<file path="config.mk">
export PLATFORM = sky130hd
export DESIGN_NAME = game_sequencer
export DESIGN_NICKNAME = d
export VERILOG_FILES = /design/src/rtl/game_sequencer_pkg.sv /design/src/rtl/game_sequencer_edge_detect.sv /design/src/rtl/game_sequencer.sv
export SDC_FILE = /design/constraint.sdc
export NUM_CORES = 1
export LEC_CHECK = 0
export BUFFER_PORTS_ARGS = -buffer_cell sky130_fd_sc_hd__buf_2
export CAP_MARGIN = 30
export CORE_MARGIN = 10
export CORE_UTILIZATION = 25
export CTS_BUF_LIST = sky130_fd_sc_hd__clkbuf_4
export CTS_CLUSTER_SIZE = 28
export DETAILED_ROUTE_END_ITERATION = 7
export PLACE_DENSITY = 0.47
export SLEW_MARGIN = 30
export SYNTH_ARGS = -nofsm -noshare
export SYNTH_HDL_FRONTEND = slang
export SYNTH_SLANG_ARGS = --single-unit
</file>
<file path="constraint.sdc">
create_clock -name clk -period 2.9 [get_ports clk]
set_clock_uncertainty 0.15 [all_clocks]
set_input_delay 0.29 -clock clk [delete_from_list [all_inputs] [get_ports clk]]
set_output_delay 0.29 -clock clk [all_outputs]
set_load 0.01 [all_outputs]
</file>
<file path="src/rtl/game_sequencer_pkg.sv">
// Shared definitions for the snake game sequencer: game-state codes and the
// one-hot direction encoding {up,down,left,right}.
package game_sequencer_pkg;

    typedef enum logic [2:0] {
        ST_IDLE  = 3'd0,
        ST_RUN   = 3'd1,
        ST_PAUSE = 3'd2,
        ST_OVER  = 3'd3,
        ST_WIN   = 3'd4
    } state_e;

    localparam logic [3:0] DIR_UP    = 4'b1000;
    localparam logic [3:0] DIR_DOWN  = 4'b0100;
    localparam logic [3:0] DIR_LEFT  = 4'b0010;
    localparam logic [3:0] DIR_RIGHT = 4'b0001;

    function automatic logic [3:0] dirOpposite(input logic [3:0] d);
        return {d[2], d[3], d[0], d[1]};
    endfunction

endpackage

</file>
<file path="src/rtl/game_sequencer_edge_detect.sv">
// Rising-edge detector for an already-debounced, synchronous button level.
module edge_detect (
    input  logic clk,
    input  logic reset,
    input  logic i_level,
    output logic o_rise
);
    logic r_prev;

    always_ff @(posedge clk) begin
        if (reset) begin
            r_prev <= 1'b0;
        end else begin
            r_prev <= i_level;
        end
    end

    assign o_rise = i_level & ~r_prev;

endmodule

</file>
<file path="src/rtl/game_sequencer.sv">
// Snake game sequencer: game-state FSM, step strobe with speed-ups, and
// buffered direction changes committed on the step strobe.
module game_sequencer
    import game_sequencer_pkg::*;
#(
    parameter int TICK_CYCLES = 1500000,
    parameter int MIN_TICK    = 600000,
    parameter int SPEED_STEP  = 60000
) (
    input  logic       clk,
    input  logic       reset,
    input  logic       mode_pb,
    input  logic [3:0] direction_pb,
    input  logic       goodColl,
    input  logic       badColl,
    input  logic       isGameComplete,
    output logic       sync,
    output logic       game_rst,
    output logic [3:0] dir,
    output logic [2:0] state,
    output logic [3:0] speed_lvl
);
    localparam int PW = $clog2(TICK_CYCLES + 1);
    localparam logic [PW-1:0] P_INIT = PW'(TICK_CYCLES);
    localparam logic [PW-1:0] P_MIN  = PW'(MIN_TICK);
    localparam logic [PW-1:0] P_STEP = PW'(SPEED_STEP);
    localparam logic [PW-1:0] P_ONE  = PW'(1);

    logic          w_modeEdge;
    logic [3:0]    w_dirEdge;
    logic [3:0]    w_validEdge;
    logic [3:0]    w_newPending;
    logic          w_start;
    logic          w_stay;
    logic          w_wrap;
    logic [PW-1:0] w_fasterPeriod;
    state_e        w_nextState;

    state_e        r_state;
    logic [PW-1:0] r_cnt;
    logic [PW-1:0] r_period;
    logic [PW-1:0] r_pendPeriod;
    logic [3:0]    r_speed;
    logic [3:0]    r_dir;
    logic [3:0]    r_pending;

    edge_detect u_modeEdge (
        .clk     (clk),
        .reset   (reset),
        .i_level (mode_pb),
        .o_rise  (w_modeEdge)
    );

    for (genvar gi = 0; gi < 4; gi++) begin : g_dirEdge
        edge_detect u_dirEdge (
            .clk     (clk),
            .reset   (reset),
            .i_level (direction_pb[gi]),
            .o_rise  (w_dirEdge[gi])
        );
    end

    always_comb begin
        w_nextState = r_state;
        case (r_state)
            ST_IDLE:  if (w_modeEdge) w_nextState = ST_RUN;
            ST_RUN: begin
                if (badColl)             w_nextState = ST_OVER;
                else if (isGameComplete) w_nextState = ST_WIN;
                else if (w_modeEdge)     w_nextState = ST_PAUSE;
            end
            ST_PAUSE: if (w_modeEdge) w_nextState = ST_RUN;
            ST_OVER,
            ST_WIN:   if (w_modeEdge) w_nextState = ST_IDLE;
            default:  w_nextState = ST_IDLE;
        endcase
    end

    // The strobe only fires when the game stays in RUN, so leaving RUN never steps.
    assign w_start = (r_state == ST_IDLE) && w_modeEdge;
    assign w_stay  = (r_state == ST_RUN) && (w_nextState == ST_RUN);
    assign w_wrap  = w_stay && (r_cnt == r_period - P_ONE);

    assign sync      = w_wrap && !reset;
    assign game_rst  = w_start && !reset;
    assign dir       = r_dir;
    assign state     = r_state;
    assign speed_lvl = r_speed;

    assign w_fasterPeriod = (r_pendPeriod >= P_MIN && (r_pendPeriod - P_MIN) >= P_STEP)
                          ? r_pendPeriod - P_STEP : P_MIN;

    // Reversals against either the committed or the queued heading are dropped.
    assign w_validEdge = w_dirEdge & ~dirOpposite(r_dir) & ~dirOpposite(r_pending);

    always_comb begin
        w_newPending = r_pending;
        if (w_validEdge[3])      w_newPending = DIR_UP;
        else if (w_validEdge[2]) w_newPending = DIR_DOWN;
        else if (w_validEdge[1]) w_newPending = DIR_LEFT;
        else if (w_validEdge[0]) w_newPending = DIR_RIGHT;
    end

    always_ff @(posedge clk) begin
        if (reset) begin
            r_state      <= ST_IDLE;
            r_cnt        <= '0;
            r_period     <= P_INIT;
            r_pendPeriod <= P_INIT;
            r_speed      <= '0;
            r_dir        <= DIR_RIGHT;
            r_pending    <= DIR_RIGHT;
        end else if (w_start) begin
            r_state      <= ST_RUN;
            r_cnt        <= '0;
            r_period     <= P_INIT;
            r_pendPeriod <= P_INIT;
            r_speed      <= '0;
            r_dir        <= DIR_RIGHT;
            r_pending    <= DIR_RIGHT;
        end else begin
            r_state   <= w_nextState;
            r_pending <= w_newPending;
            // A speed-up lands in r_pendPeriod and only reaches r_period on a wrap.
            if (w_wrap) begin
                r_cnt    <= '0;
                r_period <= r_pendPeriod;
                r_dir    <= r_pending;
            end else if (w_stay) begin
                r_cnt <= r_cnt + P_ONE;
            end
            if (r_state == ST_RUN && goodColl) begin
                r_pendPeriod <= w_fasterPeriod;
                if (r_speed != 4'hF) r_speed <= r_speed + 4'd1;
            end
        end
    end

endmodule

</file>
==> PnR_summary.wiki <==
{| class="wikitable"
! Metric !! Value
|-
| Outcome || finished, violations left
|-
| Violated checks || negative setup slack
|-
| Top cells by area, synth || sky130_fd_sc_hd__dfxtp_1 33%, sky130_fd_sc_hd__xor2_1 5.4%, sky130_fd_sc_hd__nand3_1 4.8%
|-
| Register-to-Register Setup Slack || 0 ns
|-
| Setup repair after global routing missed its margin || true
|-
| Clock tree sinks || between 70 and 80
|-
| Drt via density || 4.888
|-
| Post-detailed-route wirelength per cell || 14.26 µm
|-
| Required time at the endpoint of the critical path || around 2.5 ns
|-
| Cell count after placement || approximately 780
|-
| Initial Util || 0.2545
|-
| Final count of pins violating max slew || 0
|-
| Primary FF master, synth || sky130_fd_sc_hd__dfxtp_1
|-
| Cell with the most instances after synthesis || sky130_fd_sc_hd__dfxtp_1
|-
| Detailed placer's ending HPWL || about 8400 µm
|-
| TritonCTS clock tree || built
|-
| Share of the clock period used by the worst path after layout || 1.103
|-
| Global-route wire length before repair || approximately 19,000 µm
|-
| Maximum number of buffers from clock root to sink || 2
|-
| Vias in the first global route || 3,805
|-
| Number of iterations in the first detailed-routing pass || 4
|-
| Sequential element share of the synthesized area || 0.3331
|-
| Port buffer count || 22
|-
| Portion of synthesized cell area occupied by the leading cell type || 0.3331
|-
| Crit path launch type || flop
|-
| CTS clk-pin slew, worst paths || approximately 0.12 ns
|-
| Root Buffer || sky130_fd_sc_hd__clkbuf_4
|-
| Maximum fanout along the worst path || 4
|-
| Slew @ Worst Pin || ~0.72 ns
|-
| Flip-flop and latch area || roughly 1500 µm²
|-
| Width of the chip || ~150 µm
|-
| EDFF count, synth || 0
|-
| Fraction of final layout cells with drive strength greater than 1 || 0.2513
|-
| Highest clock frequency the design can meet || about 0.31 GHz
|-
| Unique cell type count in the Yosys netlist || 64
|-
| Total core area || between 15,000 and 20,000 µm²
|-
| Starting DRC count in detailed routing || 140
|-
| Yosys warns || 0
|-
| Leftover overflow at the end of global routing || 0
|-
| Fraction of the mapped netlist area in adder cells || 0.02852
|-
| Die Area || about 23,000 µm²
|-
| Async set-reset flop share out of synthesis || 0
|-
| Crit. End Element || primary output
|-
| Classification of the worst setup path || flop to primary output
|-
| Cell type with the highest aggregate area in the netlist || sky130_fd_sc_hd__dfxtp_1
|-
| Number of inserted filler cells in the final layout || 1,841
|-
| Final net count || roughly 600
|-
| Design Power || ~2.1 mW
|-
| I/O pin count || 23
|-
| Clock latency of the later-clocked register in the worst-skew pair || 0.46 ns
|-
| Multiplexer share of the synthesized area || 0.01398
|-
| Routed via count || around 3,900
|-
| PwrDens || around 390 nW/µm²
|-
| Arrival time of data at the critical path endpoint || 2.76 ns
|-
| Max-cap violations || 0
|-
| Antenna-violating nets left || 0
|-
| Die Y || approximately 150 µm
|-
| Lkg Pwr || ~2 nW
|-
| Post-Synth XOR/XNOR Area || 0.08386
|-
| Num CTS Buffers || 9
|-
| Largest family of logic cells by synthesized area || simple AND/OR/NAND/NOR gates
|-
| Multi-input gate area in the final layout || approximately 2800 µm²
|-
| Syn_area_per_cell || around 8.4 µm²
|-
| Antenna violations before repair || 0
|-
| IR Drop Worst-Case VDD || 0.1939 mV
|-
| All-layer global routing usage || 0.09701
|-
| Most common library cells after synthesis || 73 x sky130_fd_sc_hd__dfxtp_1, 42 x sky130_fd_sc_hd__nand3_1, 35 x sky130_fd_sc_hd__nor2_1, 34 x sky130_fd_sc_hd__o21ai_0, 31 x sky130_fd_sc_hd__a21oi_1
|-
| Total detailed-routing wirelength || 11,510 µm
|-
| Class of the tightest hold or removal check || primary input to flop
|-
| Period minus WS final || about 3.2 ns
|-
| Endpoints failing setup || 2
|-
| #FFs+latches synth || 73
|-
| Area share of and/or/nand/nor cells after synthesis || 0.3197
|-
| Area added between synthesis and finish || 22.68%
|-
| Mapped cell area || approximately 4400 µm²
|-
| Total number of H-tree levels || 3
|-
| DRC viols || 0
|-
| Final sum of negative setup slack || -0.3017 ns
|-
| Global placement routability congestion || between 0.8 and 0.9
|-
| Smallest setup slack after layout || -0.2974 ns
|-
| Synth Net Count || approximately 540
|-
| Worst slew slack as a fraction of its limit || 0.5157
|-
| Cell count after synthesis || between 500 and 600
|-
| Largest net degree at the start of global routing || 24
|-
| Total count of hold-check failures in the final report || 0
|-
| Row cnt || 48
|-
| Non-filler cells, final || 807
|-
| Synth Area in Compound Gates || 0.1586
|}
## cell type report
type / instances / share of cell area
diodes: 1 / 0.0004650
clock buffers: 9 / 0.01256
clock inverters: 7 / 0.02465
inverters: 12 / 0.008370
multi-input cells: 403 / 0.5171
flip-flops and latches: 73 / 0.2720
well taps: 225 / 0.05231
repair buffers: 77 / 0.1125
## where the power goes
part           internal (mW)  switching [mW]  total [mW]  leakage (nW)
Sequential              1.02          0.0206        1.04         0.591
Clock                  0.516           0.384       0.899         0.105
Combinational         0.0695           0.110       0.180          1.25
## worst max-delay path, stage by stage (launching register included)
cell and delay [ns]:
sky130_fd_sc_hd__dfxtp_2 0.34, sky130_fd_sc_hd__inv_2 0.07, sky130_fd_sc_hd__ha_4 0.13, sky130_fd_sc_hd__or4b_4 0.51, sky130_fd_sc_hd__nor4_2 0.15, sky130_fd_sc_hd__and4_1 0.21
sky130_fd_sc_hd__nor2_1 0.06, sky130_fd_sc_hd__or4b_4 0.58, sky130_fd_sc_hd__nor3_4 0.14, sky130_fd_sc_hd__buf_6 0.12
## kinds of logic after synthesis
kind of cell	Yosys count
buffers and inverters	48
muxes	6
DFF	73
AOI/OAI and AO/OA	112
and+or+nand+nor	233
adders and majority gates	10
xor gates and xnor gates	42
## flip-flops by register name (all words and copies together), names as in the netlist
register and count:
dir 4, g_dirEdge.u_dirEdge.r_prev 4, r_cnt 21, r_pendPeriod 16
r_pending 4, r_period 16, speed_lvl 4, state 3
u_modeEdge.r_prev 1
## worst paths after layout
path	to	start	cells past startpoint
max	sync	r_period[6]$_SDFFE_PP1P_	9
min	g_dirEdge[0].u_dirEdge.r_prev$_SDFF_PP0_	reset	2
max reg2reg	dir[3]$_SDFFE_PP0P_	r_period[6]$_SDFFE_PP1P_	12
min reg2reg	dir[1]$_SDFFE_PP0P_	dir[1]$_SDFFE_PP0P_	2
## cell usage in the layout, fill, tap and decap left out, types with 6 or more instances in the layout
cell | netlist | final
sky130_fd_sc_hd__buf_4 | 1 | 45
sky130_fd_sc_hd__xnor2_1 | 15 | 14
sky130_fd_sc_hd__a21oi_1 | 31 | 29
sky130_fd_sc_hd__or2_2 | 7 | 7
sky130_fd_sc_hd__nand3_1 | 42 | 42
sky130_fd_sc_hd__nor2_1 | 35 | 34
sky130_fd_sc_hd__o21ai_1 | 1 | 6
sky130_fd_sc_hd__dfxtp_1 | 73 | 71
sky130_fd_sc_hd__inv_1 | 12 | 10
sky130_fd_sc_hd__o21ai_0 | 34 | 25
sky130_fd_sc_hd__and2_1 | 9 | 9
sky130_fd_sc_hd__nor3_2 | 20 | 24
sky130_fd_sc_hd__nor3_1 | 22 | 17
sky130_fd_sc_hd__clkbuf_4 | 0 | 9
sky130_fd_sc_hd__nand2_1 | 19 | 19
sky130_fd_sc_hd__o31ai_1 | 9 | 9
sky130_fd_sc_hd__and3_1 | 11 | 11
sky130_fd_sc_hd__ha_1 | 10 | 9
sky130_fd_sc_hd__nor4_1 | 9 | 6
sky130_fd_sc_hd__nand2b_1 | 7 | 7
sky130_fd_sc_hd__xor2_1 | 27 | 27
sky130_fd_sc_hd__nor2b_1 | 9 | 9
sky130_fd_sc_hd__buf_2 | 1 | 21
sky130_fd_sc_hd__nand4_1 | 17 | 17
## per-layer routing
layer,global-route usage,vias to the layer above,part of all wire
met5,0,-,0
met4,0.03724,0,0.017
met3,0.02202,17,0.020
met2,0.1673,29,0.49
met1,0.1141,1881,0.47
li1,-,2018,-
## timing repair
item,in CTS,in global routing
pin swaps,7,8
hold buffers,5,0
setup endpoints to repair,18,41
gates cloned,0,2
endpoints found under the hold margin,5,0
buffers inserted,4,4
resized for setup,14,24
## per-stage QoR
step | util | hold WS (ns) | setup WS (ns) | cell area [µm²]
after floorplan | - | 0.2682 | 0.04905 | 4392
after global routing | 0.3121 | 0.02539 | -0.4343 | 5379
after CTS | 0.3036 | 0.01963 | -0.4528 | 5233
after detailed placement | 0.2835 | 0.3322 | -0.05519 | 4887
final | 0.3122 | 0.05043 | -0.2974 | 5381
after global placement | 0.2835 | 0.3271 | -0.06438 | 4887
No activity file was read; power rests on OpenSTA's default activity.
